File: src/rtl/sensor_pkg.sv
// Shared definitions for the sensor acquisition controller: FSM state
// encoding and default geometry of the sample buffer.
package sensor_pkg;

    typedef enum logic [1:0] {
        IDLE = 2'd0,
        FILL = 2'd1,
        FULL = 2'd2
    } state_t;

    localparam int DATA_W = 32;
    localparam int DEPTH  = 64;
    localparam int ADDR_W = $clog2(DEPTH);

endpackage

File: src/rtl/sensor_buf.sv
// DEPTH x DATA_W sample register file: one write port, one registered read
// port. A same-cycle read of the slot being written returns the old word.
module sensor_buf #(
    parameter int DATA_W = sensor_pkg::DATA_W,
    parameter int DEPTH  = sensor_pkg::DEPTH,
    localparam int ADDR_W = $clog2(DEPTH)
) (
    input  logic              clk,
    input  logic              rst,
    input  logic              we,
    input  logic [ADDR_W-1:0] waddr,
    input  logic [DATA_W-1:0] wdata,
    input  logic [ADDR_W-1:0] raddr,
    output logic [DATA_W-1:0] rdata
);
    import sensor_pkg::*;

    logic [DATA_W-1:0] mem_q [DEPTH];
    logic [DEPTH-1:0]  word_we;
    logic [DATA_W-1:0] rdata_q;

    genvar gi;
    generate
        for (gi = 0; gi < DEPTH; gi++) begin : g_word_we
            assign word_we[gi] = we && (waddr == ADDR_W'(gi));
        end
    endgenerate

    // The whole array clears under reset, so it stays in fabric registers.
    always_ff @(posedge clk or negedge rst) begin
        if (!rst) begin
            for (int i = 0; i < DEPTH; i++) begin
                mem_q[i] <= '0;
            end
        end else begin
            for (int i = 0; i < DEPTH; i++) begin
                if (word_we[i]) begin
                    mem_q[i] <= wdata;
                end
            end
        end
    end

    always_ff @(posedge clk or negedge rst) begin
        if (!rst) begin
            rdata_q <= '0;
        end else begin
            rdata_q <= mem_q[raddr];
        end
    end

    assign rdata = rdata_q;

endmodule

File: src/rtl/sensor_ctrl.sv
// Acquisition controller: fills the sample buffer from the sensor while
// enabled, raises a level interrupt once all slots are written.
module sensor_ctrl #(
    parameter int DATA_W = sensor_pkg::DATA_W,
    parameter int DEPTH  = sensor_pkg::DEPTH,
    localparam int ADDR_W = $clog2(DEPTH)
) (
    input  logic              clk,
    input  logic              rst,
    input  logic              sctrl_en,
    input  logic              sctrl_clear,
    input  logic [ADDR_W-1:0] sctrl_addr,
    input  logic              sensor_ready,
    input  logic [DATA_W-1:0] sensor_out,
    output logic              sensor_en,
    output logic              sctrl_interrupt,
    output logic [DATA_W-1:0] sctrl_out
);
    import sensor_pkg::*;

    state_t            state_q, state_d;
    logic [ADDR_W-1:0] wr_ptr_q, wr_ptr_d;
    logic              irq_q, irq_d;
    logic              wr_en;

    always_ff @(posedge clk or negedge rst) begin
        if (!rst) begin
            state_q  <= IDLE;
            wr_ptr_q <= '0;
            irq_q    <= 1'b0;
        end else begin
            state_q  <= state_d;
            wr_ptr_q <= wr_ptr_d;
            irq_q    <= irq_d;
        end
    end

    always_comb begin
        state_d  = state_q;
        wr_ptr_d = wr_ptr_q;
        wr_en    = 1'b0;
        // Clear beats everything, including a sample arriving the same cycle.
        if (sctrl_clear) begin
            state_d  = IDLE;
            wr_ptr_d = '0;
        end else begin
            case (state_q)
                IDLE: begin
                    if (sctrl_en) begin
                        state_d = FILL;
                    end
                end
                FILL: begin
                    if (!sctrl_en) begin
                        state_d = IDLE;
                    end
                    if (sensor_ready) begin
                        wr_en    = 1'b1;
                        wr_ptr_d = wr_ptr_q + 1'b1;
                        if (wr_ptr_q == ADDR_W'(DEPTH - 1)) begin
                            state_d = FULL;
                        end
                    end
                end
                FULL: begin
                    state_d = FULL;
                end
                default: begin
                    state_d = IDLE;
                end
            endcase
        end
        irq_d = (state_d == FULL);
    end

    assign sensor_en       = (state_q == FILL);
    assign sctrl_interrupt = irq_q;

    sensor_buf #(
        .DATA_W (DATA_W),
        .DEPTH  (DEPTH)
    ) u_buf (
        .clk   (clk),
        .rst   (rst),
        .we    (wr_en),
        .waddr (wr_ptr_q),
        .wdata (sensor_out),
        .raddr (sctrl_addr),
        .rdata (sctrl_out)
    );

endmodule

File: config.mk
export PLATFORM = sky130hd
export DESIGN_NAME = sensor_ctrl
export DESIGN_NICKNAME = d
export VERILOG_FILES = /design/src/rtl/sensor_pkg.sv /design/src/rtl/sensor_buf.sv /design/src/rtl/sensor_ctrl.sv
export SDC_FILE = /design/constraint.sdc
export NUM_CORES = 2
export LEC_CHECK = 0
export ABC_CLOCK_PERIOD_IN_PS = 4700
export CELL_PAD_IN_SITES_DETAIL_PLACEMENT = 0
export CELL_PAD_IN_SITES_GLOBAL_PLACEMENT = 1
export CORE_ASPECT_RATIO = 1.5
export CORE_MARGIN = 1
export CORE_UTILIZATION = 30
export DETAILED_ROUTE_END_ITERATION = 7
export PLACE_DENSITY_LB_ADDON = 0.1
export RECOVER_POWER = 100
export SLEW_MARGIN = 10
export SYNTH_ARGS = -nofsm -noshare
export SYNTH_HDL_FRONTEND = slang
export SYNTH_SLANG_ARGS = --single-unit
File: constraint.sdc
create_clock -name clk -period 4.7 [get_ports clk]
set_clock_uncertainty 0.15 [all_clocks]
set_input_delay 0.47 -clock clk [delete_from_list [all_inputs] [get_ports clk]]
set_output_delay 0.47 -clock clk [all_outputs]
set_load 0.03 [all_outputs]
## Word-level counts from Yosys, hierarchy flattened

Cells that the tools add are included.

| word-level totals | value |
|---|---|
| flip-flop bits (word level) | 2089 |
| bits in latches | 0 |
| memory bits (writable) | 0 |
| memory bits (read-only) | 0 |
| input port bits | 43 |
| output and inout port bits | 34 |
| logic and storage cells | 221 |
| memories | 0 |

| operators by class | value |
|---|---|
| add/sub/neg operators | 1 |
| multipliers | 0 |
| divide/modulo/power cells | 0 |
| magnitude comparators | 1 |
| equal/unequal tests | 66 |
| shift operators | 0 |
| multiplexer cells | 15 |
| bitwise logic cells | 1 |
| reduce and logical (&&, ||, !) cells | 69 |

Operator list:

| cell | number |
|---|---|
| $bmux W32 S6 | 1 |
| $eq A6 B6 Y1 const B | 32 |
| $eq A6 B5 Y1 const B | 16 |
| $logic_and A1 B1 Y1 | 64 |
| $mux W32 | 2 |
| $eq A6 B4 Y1 const B | 8 |
| $eq A6 B3 Y1 const B | 4 |
| $mux W6 | 3 |
| $eq A6 B2 Y1 const B | 2 |
| $mux W2 | 5 |
| $ge A7 B7 Y1 const B | 1 |
| $not A6 Y7 | 1 |
| $add A6 B1 Y6 const B | 1 |
| $eq A6 B1 Y1 const B | 1 |
| $logic_not A6 Y1 | 1 |
| $pmux W2 S3 | 1 |
| $eq A2 B2 Y1 const B | 2 |
| $reduce_bool A2 Y1 | 2 |
| $mux W1 | 3 |
| $eq A2 B1 Y1 const B | 1 |
| $logic_not A2 Y1 | 1 |
| $reduce_and A2 Y1 | 1 |

## Logic depth before layout (Yosys ltp)

| logic depth | value |
|---|---|
| word-level depth | 6 |
| gate-level depth with buffers | 10 |
| mapped depth without buffers | 5 |

## Modules after synthesis

From an unflattened synthesis, not the netlist that was laid out.

| unflattened totals | value |
|---|---|
| cell total of the unflattened synthesis | 5914 |
| area, all modules | 93777.4 um^2 |

Modules (own cells, without submodules):

| module | times used | cells each | area an instance (um^2) | seq. area each (um^2) |
|---|---|---|---|---|
| sensor_buf | 1 | 5869 | 93345.8 | 52049.9 |
| sensor_ctrl | 1 | 45 | 431.7 | 225.2 |

## Worst setup path before layout

No wires, ideal clock.

| timing path | value |
|---|---|
| path type | input to register |
| from | input port sctrl_addr[0] |
| to | register u_buf.rdata_q[11] (netlist: u_buf.rdata[11]) |
| library setup time | 0.142 ns |
| data arrival time | 1.992 ns |
| required time | 4.408 ns |
| setup slack | 2.416 ns |
| cell stages on the path | 7 |
| path buffers | 3 |
| path through | buf_6 > buf_6 > buf_6 > mux4_2 > a2111o_1 > a32oi_1 > a211oi_1 |

| on the way | value |
|---|---|
| word-level cells in the longest chain between the ends | 4 |

RTL lines:

| element | line | RTL |
|---|---|---|
| start, declared | sensor_ctrl.sv:12 | `input logic [ADDR_W-1:0] sctrl_addr,` |
| $not A6 Y7 (implied by the code) | sensor_buf.sv:48 | `rdata_q <= mem_q[raddr];` |
| $bmux W32 S6 | sensor_buf.sv:48 |  |
| $mux W32 (implied by the code) (2 in series) | sensor_buf.sv:48 |  |
| end signal, assigned | sensor_buf.sv:48 |  |
| end, declared | sensor_buf.sv:20 | `logic [DATA_W-1:0] rdata_q;` |

Every way passes these cells. The select of a mux whose other input is x is not followed.
A chain may end at the register's enable or synchronous reset.

## Worst setup path in the final report

| timing path | value |
|---|---|
| from | register state_q[1] |
| to | register u_buf.mem_q[812] (netlist bit) |

| on the way | value |
|---|---|
| word-level cells in the longest chain between the ends | 4 |

RTL lines:

| element | line | RTL |
|---|---|---|
| start, declared | sensor_ctrl.sv:21 | `state_t state_q, state_d;` |
| start signal, assigned | sensor_ctrl.sv:32 | `state_q <= state_d;` |
| $eq A2 B1 Y1 | sensor_ctrl.sv:47 | `case (state_q)` |
| $mux W1 | sensor_ctrl.sv:47 |  |
| $mux W1 | sensor_ctrl.sv:43 | `if (sctrl_clear) begin` |
| $logic_and A1 B1 Y1 | sensor_buf.sv:25 | `assign word_we[gi] = we && (waddr == ADDR_W'(gi));` |
| end signal, assigned by index | sensor_buf.sv:38 | `mem_q[i] <= wdata;` |
| end, declared | sensor_buf.sv:18 | `logic [DATA_W-1:0] mem_q [DEPTH];` |

Every way passes these cells.

==> impl_metrics.toml <==
[drt]
drt_wl_total_um = 329000
first_iter_violations = 3063
num_vias = 53723
drt-wirelength-per-cell_um = 31.5
drc_errors = 0
postRouteAntennaNets = 0
viasPerCell = 5.14
drt_first_pass_iters = 5

[yosys]
synth_cell_types = 50
ys_ff_latch = 2089
synth_area_leaders = "dfrtp_1, mux2_2, mux4_2"
syn_area_um2 = 94800
yosysTopAreaCell = "dfrtp_1"
synth_top_area_share_pct = 55.1
synth_nets = 6103
synth_edf_count = 0
synth_ff_type = "dfrtp_1"
syn_inst = 6056
synthArstFlopShare_pct = 100
synth_area_per_cell_um2 = 15.7
yosys_warnings = 0
ys_seq_area_share_pct = 55.1

[global_routing]
grt_use_met3_pct = 2.18
grtUsageMet1_pct = 26.4
grt.busiest_layer = "met2"
antenna_found_initial = 24
grt_pass1_wl_um = 472000
grt_overflow_total = 0
track_usage_pct = 20.8
grt_pass1_vias = 58716
grt_max_degree = 132
grt_util_met2_pct = 37.4

[floorplanning]
start_util_pct = 30.2
die_h_um = 691
io-pin-count = 77
core_area_um2 = 314000
rows = 252
dieArea_um2 = 318000
die_w_um = 461

[setup_path]
critical_path.cell_chain = "and3b_1, nand3_1, nor2_1, clkbuf_2, mux2_2"
cp-startpoint = "state_q[1]"
crit_path_top_delay_cell = "nor2_1"
worstSetupEndpointType = "flip-flop"
critPathKind = "reg2reg"
cp.buffers_inverters = 1
endpoint = "u_buf.mem_q[812]"
cp_max_fo = 19
r2r_start = "state_q[1]"
r2r_end = "u_buf.mem_q[812]"
reg2regPathDepth = 5
slowest_delay_ps = 950
cp-start-kind = "flip-flop"
reg2reg_setup_slack_ps = 780
cp_top_family = "simple AND/OR/NAND/NOR gates"
worstPathRequired_ps = 5320
cp_data_arrival_time_ps = 4540
crit_cells = 5

[timing]
setup_violations = 0
rsz0062_at_grt = "false"
hold_viol = 0
tns_ps = 0
report.final.slew_viol_count = 1855
max_freq_ghz = 0.255
layout_min_cycle_time_ps = 3920
post-route-period-util_pct = 83.5
setup_slack_ps = 775
relSlewSlack_pct = -72.9
hold_slack_ps = 55.3
tightestPinTransition_ps = 2590

[finish]
drive_above_1_share_pct = 51.3
layout.nets = 6118
utilization_pct = 34.3
fin_area_um2 = 108000
fillers = 30356
fin_cells = 10447
syn2layout_area_growth_pct = 13.7

[power_and_ir_drop]
powerDensity_nw_per_um2 = 359
power.total_mw = 38.7
max-vdd-ir-drop_uv = 293
power.leakage_nw = 51.6

[placed_design]
port_buffers = 76
dp.cells = 10032
placed_area_um2 = 101000
gp_congestion = 0.751
place_ws_ps = 614
dpl.hpwl_um = 210000

[cts]
cts-hold-fix-buffers = 4
cts_sinks = 2089
clkTransAtPathRegs_ps = 60
numCtsBuffers = 224
cts_buffer_depth = 4
cts_resized = 0
cts-root-buf = "clkbuf_16"
cts_tree = "done"
clock_latency_ps = 920
post-cts-setup-buffers = 0
h-tree-depth = 4

[job]
drv_cap = 56

[worst_hold_path]
min_path_type = "in2async"

[outcome]
violations = "capacitance limit, slew limit"
status = "finished with violations"
flip-flops by register name, indices dropped and copies added, names as in the netlist:
name and flops:
u_buf.mem_q 2048, sctrl_interrupt 1, wr_ptr_q 6, state_q 2, u_buf.rdata 32
where the power goes:
group | switching (mW) | internal [mW] | total, mW
registers | 0.114 | 18.1 | 18.2
clock network | 7.74 | 10.4 | 18.1
logic | 1.67 | 0.622 | 2.29
cell families after synthesis:
group / after synthesis / share of synthesized area [%]
muxes: 2743 / 37.4
AOI/OAI and AO/OA: 346 / 2.71
and+or+nand+nor: 246 / 1.25
xor gates and xnor gates: 5 / 0.0462
adders and majority gates: 4 / 0.0528
buffers and inverters: 623 / 3.37
DFF: 2089 / 55.1
synthesized netlist by cell type, types with 14 or more instances:
| cell type | number |
|---|---|
| nor2_1 | 52 |
| nand3_1 | 20 |
| a22o_1 | 33 |
| o22ai_1 | 64 |
| clkbuf_1 | 258 |
| a22oi_1 | 52 |
| o221ai_1 | 27 |
| mux2i_1 | 157 |
| nand2_1 | 82 |
| mux2_2 | 2093 |
| buf_6 | 33 |
| nor2b_1 | 23 |
| buf_4 | 102 |
| nor2_2 | 21 |
| dfrtp_1 | 2089 |
| a21oi_1 | 47 |
| a221oi_1 | 53 |
| mux4_2 | 427 |
| mux2_1 | 66 |
| buf_2 | 183 |
| a211oi_1 | 14 |
| buf_1 | 43 |
area by class of cell:
type                    instances  area, um^2  share of cell area [%]
diodes                         13        32.5                  0.0302
clock buffers                 332        6570                    6.10
clock inverters                66         718                   0.666
inverters                       3        11.3                  0.0104
multi-input cells            3344       39500                    36.6
flip-flops and latches       2089       52300                    48.5
well taps                    4191        5240                    4.87
repair buffers                409        3440                    3.19
cells in the final DEF, fill, tap and decap left out, types with 33 or more instances in the layout:
cell type      count
clkbuf_2          39
nand2_1           75
buf_12            54
o22ai_1           64
clkbuf_1         125
a221oi_1          52
a22o_1            33
mux2_1            66
a22oi_1           52
a21oi_1           47
mux2_2          2093
clkbuf_16        225
nor2_1            57
buf_2             33
buf_4            163
mux2i_1          157
mux4_2           427
clkinv_2          44
dlygate4sd3_1     38
clkbuf_8          54
dfrtp_1         2089
metal layers:
metal	wire length, um	vias up
li1	-	22497
met1	138000	29997
met2	173000	803
met3	9290	424
met4	9530	2
met5	8	-
how the worst min path moves through the flow:
stage	start	endpoint	slack, ps	cells past startpoint
after global routing	sensor_out[29]	u_buf.mem_q[189]	50	2
after global placement	u_buf.mem_q[1840]	u_buf.mem_q[1840]	310	1
after CTS	sensor_out[29]	u_buf.mem_q[189]	6	2
final	rst	u_buf.mem_q[869]	60	2
after floorplan	rst	sctrl_interrupt	20	0
after detailed placement	u_buf.mem_q[565]	u_buf.mem_q[565]	320	1
Power figures use the tool's default switching activity.
